File: src/rtl/vita49_trig_pkg.sv
// Shared types and constants for the VITA-49 trigger scheduler.
// ts_t holds a full {tsi, tsf} timestamp.
package vita49_trig_pkg;

    typedef logic [95:0] ts_t;

    typedef enum logic [1:0] {
        IDLE,
        ARMED,
        PULSE
    } state_t;

    localparam logic LATE_FIRE = 1'b0;
    localparam logic LATE_DROP = 1'b1;

    // A programmed width of zero still produces a one-cycle pulse.
    function automatic logic [7:0] eff_len(input logic [7:0] len);
        return (len == 8'd0) ? 8'd1 : len;
    endfunction

endpackage

File: src/rtl/vita49_trig_fifo.sv
// Synchronous FIFO of trigger timestamps with a registered head.
// flush is a synchronous clear.
module vita49_trig_fifo
    import vita49_trig_pkg::*;
#(
    parameter int DEPTH = 8
) (
    input  logic                     clk,
    input  logic                     rst,
    input  logic                     clr,
    input  logic                     push,
    input  logic [95:0]              wr_data,
    input  logic                     pop,
    output logic [95:0]              head,
    output logic                     full,
    output logic                     empty,
    output logic [$clog2(DEPTH):0]   level
);

    localparam int PTR_W = $clog2(DEPTH);

    ts_t              mem [DEPTH];
    logic [PTR_W-1:0] wr_ptr;
    logic [PTR_W-1:0] rd_ptr;
    logic [PTR_W-1:0] rd_next;
    logic [PTR_W:0]   count;
    logic             do_push;
    logic             do_pop;

    assign do_push = push && !full;
    assign do_pop  = pop && !empty;
    assign rd_next = rd_ptr + 1'b1;
    assign full    = (count == (PTR_W+1)'(DEPTH));
    assign empty   = (count == '0);
    assign level   = count;

    always_ff @(posedge clk) begin
        if (do_push) begin
            mem[wr_ptr] <= wr_data;
        end
    end

    // The head register takes the incoming word when the queue is (or becomes) empty,
    // otherwise the entry behind the one being popped.
    always_ff @(posedge clk) begin
        if (rst || clr) begin
            wr_ptr <= '0;
            rd_ptr <= '0;
            count  <= '0;
            head   <= '0;
        end else begin
            if (do_push) begin
                wr_ptr <= wr_ptr + 1'b1;
            end
            if (do_pop) begin
                rd_ptr <= rd_next;
            end
            case ({do_push, do_pop})
                2'b10:   count <= count + 1'b1;
                2'b01:   count <= count - 1'b1;
                default: count <= count;
            endcase
            if (do_push && (count == {{PTR_W{1'b0}}, do_pop})) begin
                head <= wr_data;
            end else if (do_pop) begin
                head <= mem[rd_next];
            end
        end
    end

endmodule

File: src/rtl/vita49_trig_sched.sv
// Timestamp-ordered trigger scheduler: compares the oldest queued time against
// the running {tsi, tsf} counters and emits a programmable-width trig pulse.
module vita49_trig_sched
    import vita49_trig_pkg::*;
#(
    parameter int DEPTH = 8,
    parameter int CNT_W = 16
) (
    input  logic                     AXIS_ACLK,
    input  logic                     AXIS_ARESET,
    input  logic [31:0]              tsi,
    input  logic [63:0]              tsf,
    input  logic                     s_valid,
    output logic                     s_ready,
    input  logic [31:0]              s_tsi,
    input  logic [63:0]              s_tsf,
    input  logic                     enable,
    input  logic                     late_drop,
    input  logic                     flush,
    input  logic [7:0]               pulse_len,
    output logic                     trig,
    output logic                     fire,
    output logic [$clog2(DEPTH):0]   level,
    output logic [CNT_W-1:0]         late_cnt,
    output logic                     busy
);

    state_t           state_q;
    state_t           state_d;
    logic [7:0]       pulse_cnt_q;
    logic             fire_q;
    logic [CNT_W-1:0] late_cnt_q;

    ts_t  now;
    ts_t  head;
    logic full;
    logic empty;
    logic push_ok;
    logic head_due;
    logic head_late;
    logic pop;
    logic start_pulse;
    logic drop;

    assign now       = {tsi, tsf};
    assign s_ready   = !full && !flush && !AXIS_ARESET;
    assign push_ok   = s_valid && s_ready;
    assign head_due  = !empty && (head <= now);
    assign head_late = !empty && (head < now);

    vita49_trig_fifo #(
        .DEPTH (DEPTH)
    ) u_fifo (
        .clk     (AXIS_ACLK),
        .rst     (AXIS_ARESET),
        .clr     (flush),
        .push    (push_ok),
        .wr_data ({s_tsi, s_tsf}),
        .pop     (pop),
        .head    (head),
        .full    (full),
        .empty   (empty),
        .level   (level)
    );

    // IDLE also looks at a same-cycle push so a new entry is compared one cycle after it lands.
    always_comb begin
        state_d     = state_q;
        pop         = 1'b0;
        start_pulse = 1'b0;
        drop        = 1'b0;
        if (flush) begin
            state_d = IDLE;
        end else begin
            case (state_q)
                IDLE: begin
                    if (enable && (!empty || push_ok)) begin
                        state_d = ARMED;
                    end
                end
                ARMED: begin
                    if (!enable) begin
                        state_d = IDLE;
                    end else if (head_due) begin
                        pop = 1'b1;
                        if (head_late && (late_drop == LATE_DROP)) begin
                            drop = 1'b1;
                        end else begin
                            start_pulse = 1'b1;
                            state_d     = PULSE;
                        end
                    end
                end
                PULSE: begin
                    if (pulse_cnt_q == 8'd0) begin
                        state_d = (enable && !empty) ? ARMED : IDLE;
                    end
                end
                default: state_d = IDLE;
            endcase
        end
    end

    always_ff @(posedge AXIS_ACLK) begin
        if (AXIS_ARESET) begin
            state_q     <= IDLE;
            pulse_cnt_q <= 8'd0;
            fire_q      <= 1'b0;
            late_cnt_q  <= '0;
        end else begin
            state_q <= state_d;
            fire_q  <= start_pulse;
            if (start_pulse) begin
                pulse_cnt_q <= eff_len(pulse_len) - 8'd1;
            end else if ((state_q == PULSE) && (pulse_cnt_q != 8'd0)) begin
                pulse_cnt_q <= pulse_cnt_q - 8'd1;
            end
            if (drop && (late_cnt_q != '1)) begin
                late_cnt_q <= late_cnt_q + 1'b1;
            end
        end
    end

    assign trig     = (state_q == PULSE);
    assign fire     = fire_q;
    assign busy     = (state_q != IDLE);
    assign late_cnt = late_cnt_q;

endmodule

File: config.mk
export PLATFORM = sky130hd
export DESIGN_NAME = vita49_trig_sched
export DESIGN_NICKNAME = d
export VERILOG_FILES = /design/src/rtl/vita49_trig_pkg.sv /design/src/rtl/vita49_trig_fifo.sv /design/src/rtl/vita49_trig_sched.sv
export SDC_FILE = /design/constraint.sdc
export NUM_CORES = 1
export LEC_CHECK = 0
export ABC_AREA = 1
export CAP_MARGIN = 40
export CORE_MARGIN = 2
export CORE_UTILIZATION = 55
export CTS_BUF_LIST = sky130_fd_sc_hd__clkbuf_8
export DETAILED_ROUTE_END_ITERATION = 7
export PLACE_DENSITY = 0.78
export SETUP_SLACK_MARGIN = 0.2
export SYNTH_ARGS = -nofsm -noshare
export SYNTH_HDL_FRONTEND = slang
export SYNTH_HIERARCHICAL = 1
export SYNTH_SLANG_ARGS = --single-unit
File: constraint.sdc
create_clock -name AXIS_ACLK -period 12.3 [get_ports AXIS_ACLK]
set_input_delay 1.845 -clock AXIS_ACLK [delete_from_list [all_inputs] [get_ports AXIS_ACLK]]
set_output_delay 1.845 -clock AXIS_ACLK [all_outputs]
set_load 0.01 [all_outputs]
==> results of run 1 <==
## power breakdown
part	total [mW]	switching (mW)	internal, mW	leakage [nW]
sequential	3.34	0.00679	3.33	7.99
clock	2.47	1.18	1.29	1.64
combinational	0.206	0.120	0.0866	7.35
total	6.01	1.31	4.70	17.0
## critical path, stage by stage
cell,delay (ps)
clkdlybuf4s50_1,450
inv_1,50
ha_1,280
nand2_1,80
nor2_1,160
nand2_1,140
nor4_2,520
nand2_1,110
nand2_1,160
nand2_2,100
nand2_2,90
nand2_4,90
nand2_1,70
nor3_1,70
inv_1,80
nand2_1,60
nand3_2,160
nor2_8,120
nor2_4,100
buf_4,520
buf_4,780
nand3_1,210
a21oi_1,220
## final cells by class
class | count | area share
clock buffers | 156 | 0.04740
well taps | 940 | 0.02596
inverters | 287 | 0.02411
clock inverters | 108 | 0.01447
diodes | 10 | 0.0005524
multi-input cells | 2384 | 0.2547
repair buffers | 279 | 0.06485
flip-flops and latches | 901 | 0.5680
## worst paths after layout
check / end / slack (ps) / depth (start not counted) / startpoint
max: u_fifo/head[84]$_SDFFE_PP0P_ / 6440 / 23 / tsf[31]
max reg2reg: u_fifo/head[84]$_SDFFE_PP0P_ / 7630 / 18 / u_fifo/head[95]$_SDFFE_PP0P_
min: late_cnt[8]$_SDFFE_PP0P_ / 470 / 2 / late_cnt[8]$_SDFFE_PP0P_
min reg2reg: late_cnt[8]$_SDFFE_PP0P_ / 470 / 2 / late_cnt[8]$_SDFFE_PP0P_
## cell usage in the layout (no fill, tap or decap), types with 5 or more instances in the layout
master / instances
edfxtp_1: 768
a21o_1: 5
clkinv_2: 14
ha_1: 102
inv_1: 332
buf_16: 11
nand2_1: 381
buf_4: 35
nor2_2: 8
bufinv_16: 5
clkinv_1: 19
nor2_1: 811
nand4_1: 16
clkbuf_8: 156
a21oi_1: 162
nand2_2: 6
o21ai_1: 10
inv_2: 7
o21ai_0: 404
inv_6: 7
nor3_1: 13
diode_2: 10
clkdlybuf4s50_1: 229
dfxtp_1: 132
nand2_4: 6
nor2_4: 10
nand3_1: 409
## routing by layer
layer	wire length, um	GRT usage	up-vias	part of all wire
met4	2706	0.1058	18	0.027
met1	39510	0.3584	13585	0.39
met5	125	0	-	0.0012
met3	9858	0.06000	238	0.098
met2	48000	0.4335	1501	0.48
li1	-	-	13410	-
## cells by family after synthesis
logic type               synth area share
AND/OR/NAND/NOR                    0.1805
flip-flops                         0.6567
AO/OA/AOI/OAI                     0.07752
buffers and inverters             0.05123
adder cells (fa/ha/maj)           0.03290
XOR/XNOR                         0.001118
## state kept, by name, summed over array words and instances (netlist names)
register,flops
u_fifo/mem,768
u_fifo/head,96
late_cnt,16
pulse_cnt_q,8
u_fifo/level,4
u_fifo/rd_ptr,3
u_fifo/wr_ptr,3
state_q,2
fire,1
## stage by stage
stage          utilization  hold slack [ps]  worst slack [ps]
3_3_place_gp        0.5990            459.2              5482
2_1_floorplan            -            453.1              4954
5_1_grt             0.6446            519.4              6222
4_1_cts             0.6443            473.9              6564
6_report            0.6446            474.8              6444
3_5_place_dp        0.6044            464.7              5733
==> metrics.csv, run 1 <==
stage,metric,value,unit
floorplan,Initial Utilization,0.5574,
floorplan,Die Wd,270.9,um
run_status,status,"complete, no violations",
yosys,Area contributors post-synth,"edfxtp_1, nor2_1, dfxtp_1, nand3_1, o21ai_0",
placement,PortBufs,229,
drt,post-detailed-route count of antenna-violating nets,0,
placement,placed cell areas,42470,sq um
timing,setup TNS,0,ps
timing,Least-Margin Pin Slew,935.7,ps
cts,latest clock arrival within the worst-skew pair,820,ps
drt,DRT Pass-1 Iters,5,
min_path,HP Class,reg -> reg,
timing,final period utilization,0.4761,
layout,P&R area growth vs syn,15.65,%
layout,area of the multi-input gates,11540,sq um
critical_path,CP arrival,6590,ps
critical_path,startpoint types,input pin,
global_routing,number of global-route vias before repair,26977,
layout,fin cells,5065,
yosys,top post-synthesis cells by count,"nor2_1, edfxtp_1, nand3_1",
timing,Final setup viols,0,
yosys,sequential area share after synthesis,0.6567,
drt,DR WL/cell,19.78,um
floorplan,Die Area,73370,sq um
yosys,Synth Register Bits,901,
cts,# resized after CTS,0,
timing,"Hold Vio Cnt, Final",0,
yosys,ys async rst share,0,
yosys,predominant post-synthesis flop cell,edfxtp_1,
cts,H-tree depth,4,
layout,FF/Latch Area,25730,sq um
yosys,Synth Instances,3775,
floorplan,# rows,97,
cts,CTS tree,done,
flow_run,max_cap viols,0,
power_and_ir_drop,Peak supply drop,0.00006900,V
drt,vias per cell,5.677,
yosys,"Cell Area, Synth",39170,sq um
cts,root buf cell,clkbuf_8,
power_and_ir_drop,P per Cell Area,132.7,nW/um^2
drt,DR vias,28752,
global_routing,GRT overflow,0,
timing,worst clock skew,44.12,ps
drt,DRC violation count after routing,0,
cts,CTS hold repair buffers,0,
cts,Max Root-Sink Buffers,3,
layout,cell area after layout,45300,sq um
critical_path,crit path kind,in -> reg,
yosys,Synth top area share,0.5888,
timing,RSZ-0062 raised after global routing,false,
yosys,Yosys cell types,46,
placement,post-DP HPWL,54630,um
timing,maximum clock frequency,170.8,MHz
drt,Iteration-0 DRC Markers,2979,
drt,final wirelength,100200,um
yosys,Post-Syn Nets,4084,
placement,final RePlAce weighted congestion,0.8537,
yosys,Post-synth EDFFs,768,
global_routing,total track usage,0.2697,
timing,Worst slew margin,0.3762,
yosys,Mapped Avg Cell Area,10.38,sq um
power_and_ir_drop,Total Power,6.013,mW
global_routing,initial antenna violation count,19,
layout,nets,4304,
cts,total CTS buffers,142,
yosys,synth warn,6,
timing,Tmin final,5856,ps
critical_path,crit path capture type,flop,
floorplan,I/O pin count,230,
yosys,Yosys top cell by area,edfxtp_1,
cts,postcts setup bufs,0,
placement,Placed Cells,4791,
floorplan,CORE AREA,70270,sq um
critical_path,CP max FO,56,
floorplan,Die H,270.9,um
cts,clock slew at reported path FFs,60,ps
global_routing,largest net degree at the start of global routing,166,
critical_path,Crit path required time,13030,ps
layout,share of layout cells above drive strength 1,0.07145,
layout,filler cell count,5203,
yosys,top-count cell post-synth,nor2_1,
global_routing,first-pass GRT wire length,152300,um
timing,Max Slew Vio Count,0,
power_and_ir_drop,leak pwr,16.98,nW
cts,TritonCTS Sinks,901,
Power figures use the tool's default switching activity.
==> run 2, diff against run 1 <==
clock period = 5.6 ns   (was 12.3 ns; I/O delays follow)
==> metrics.csv, run 2 (same netlist as run 1, synthesis figures left out) <==
stage,metric,value,unit,change
critical_path,crit path launch,tsi[25],,
global_routing,first-pass GRT wire length,155300,um,+2.0%
cts,total CTS buffers,143,,+0.70%
timing,Final setup viols,0,,unchanged
global_routing,initial antenna violation count,14,,-5
drt,DR WL/cell,19.98,um,+0.97%
critical_path,CP max FO,28,,-50%
layout,Biggest register,u_fifo/mem,,
power_and_ir_drop,leak pwr,16.92,nW,-0.37%
floorplan,Initial Utilization,0.5574,,unchanged
critical_path,CP max stage cell,clkdlybuf4s50_1,,
critical_path,CP arrival,4890,ps,-1700 ps
critical_path,crit path capture type,flop,,
power_and_ir_drop,P per Cell Area,289.2,nW/um^2,+120%
cts,postcts setup bufs,0,,unchanged
floorplan,Die Wd,270.9,um,unchanged
min_path,HP Class,reg -> reg,,
cts,H-tree depth,4,,unchanged
critical_path,Crit path required time,6300,ps,-6730 ps
placement,dpl ws,704.0,ps,-5029 ps
cts,latest clock arrival within the worst-skew pair,780,ps,-40 ps
drt,DR vias,28584,,-0.58%
cts,CTS tree,done,,
critical_path,Critical Path Max Stage Delay,560,ps,-220 ps
placement,final RePlAce weighted congestion,0.8400,,-1.6%
layout,nets,4303,,-0.023%
layout,most frequent cells in the layout,"nor2_1, edfxtp_1, nand3_1",,
cts,root buf cell,clkbuf_8,,
layout,"commonest non-fill, non-tap cell in the layout",nor2_1,,
layout,share of layout cells above drive strength 1,0.07084,,-0.0006085
floorplan,Die Area,73370,sq um,unchanged
drt,DRT Pass-1 Iters,5,,unchanged
layout,P&R area growth vs syn,15.44,%,
cts,# resized after CTS,0,,unchanged
power_and_ir_drop,Peak supply drop,0.0001565,V,+130%
drt,post-detailed-route count of antenna-violating nets,0,,unchanged
critical_path,CP dominant cell by count,nand2_1,,
critical_path,Worst path top cell family by delay,simple AND/OR/NAND/NOR gates,,
critical_path,Buf/Inv on CP,5,,unchanged
floorplan,Die H,270.9,um,unchanged
drt,final wirelength,101000,um,+0.81%
min_path,HP Start,late_cnt[8]$_SDFFE_PP0P_,,
critical_path,crit path kind,in -> reg,,
layout,max reg flops,768,,unchanged
timing,worst clock skew,30.92,ps,-13.21 ps
flow_run,max_cap viols,0,,unchanged
global_routing,largest net degree at the start of global routing,203,,+22%
cts,CTS hold repair buffers,0,,unchanged
placement,post-DP HPWL,54670,um,about the same
cts,clock slew at reported path FFs,60,ps,about the same
run_status,status,"complete, no violations",,
drt,Iteration-0 DRC Markers,2943,,-1.2%
floorplan,I/O pin count,230,,unchanged
timing,"Hold Vio Cnt, Final",0,,unchanged
timing,Least-Margin Pin Slew,1147,ps,+211.0 ps
critical_path,launch point of the worst reg-to-reg path,u_fifo/head[41]$_SDFFE_PP0P_,,
timing,fin worst setup slack,1403,ps,-5041 ps
drt,DRC violation count after routing,0,,unchanged
global_routing,number of global-route vias before repair,27632,,+2.4%
floorplan,CORE AREA,70270,sq um,unchanged
cts,TritonCTS Sinks,901,,unchanged
timing,Max Slew Vio Count,0,,unchanged
timing,WHS,473.7,ps,-1.114 ps
placement,PortBufs,229,,unchanged
timing,RSZ-0062 raised after global routing,false,,
timing,Tmin final,4197,ps,
global_routing,GRT overflow,0,,unchanged
timing,final period utilization,0.7494,,
drt,vias per cell,5.652,,-0.43%
floorplan,# rows,97,,unchanged
cts,Max Root-Sink Buffers,3,,unchanged
timing,maximum clock frequency,238.3,MHz,
layout,Final Util,0.6435,,-0.001157
timing,Worst slew margin,0.2355,,-0.1407
global_routing,total track usage,0.2739,,+0.004248
critical_path,startpoint types,input pin,,
-- run 2: cell count changes in the layout (fill, tap and decap cells not counted) --
cell	before	now
clkinv_2	14	20
inv_1	332	328
bufinv_16	5	4
inv_6	7	3
clkinv_8	3	0
clkbuf_8	156	159
buf_4	35	26
diode_2	10	9
clkinvlp_4	3	4
buf_12	4	20
buf_16	11	2
inv_8	4	1
-- run 2: worst min-delay path, cell delays in order, from the launching register on --
cell	delay, ps
dfxtp_1	320
inv_1	50
a21oi_1	50
-- run 2: per-stage QoR --
stage          power, mW  TNS, ps  cells  area, sq um
3_5_place_dp       7.919        0   4789        42480
2_1_floorplan      7.622  -284700   3775        39180
4_1_cts            13.14        0   5048        45200
3_3_place_gp       7.904        0   4784        42360
5_1_grt            13.48        0   5056        45220
6_report           13.08        0   5057        45220
-- run 2: path summary, 6_finish.rpt --
kind | end | slack [ps] | depth (start not counted)
setup / recovery | u_fifo/head[62]$_SDFFE_PP0P_ | 1400 | 25
hold / removal | late_cnt[8]$_SDFFE_PP0P_ | 470 | 2
setup reg to reg | u_fifo/head[62]$_SDFFE_PP0P_ | 1640 | 23
hold reg to reg | late_cnt[8]$_SDFFE_PP0P_ | 470 | 2
-- run 2: per-layer routing --
metal  vias up  wire [um]  part of all wire  global-route usage
met5         -         74           0.00073                   0
met4        10       2666             0.026              0.1026
met3       193       9740             0.096             0.05441
met2      1409      48070              0.48              0.4425
met1     13559      40470              0.40              0.3685
li1      13413          -                 -                   -
-- run 2: layout make-up --
type	instances	area [sq um]
antenna	9	22.52
clock buffer	159	2188
clock inverter	100	530.5
fill	5200	25050
inverter	287	1092
multi-input combinational	2384	11540
sequential	901	25730
tap	940	1176
timing repair buffer	277	2943
-- run 2: power breakdown --
group          leakage (nW)  internal [mW]  switching, mW  total, mW
clock network          1.59           2.79           2.50       5.29
logic                  7.33          0.193          0.265      0.457
registers              7.99           7.31         0.0145       7.33
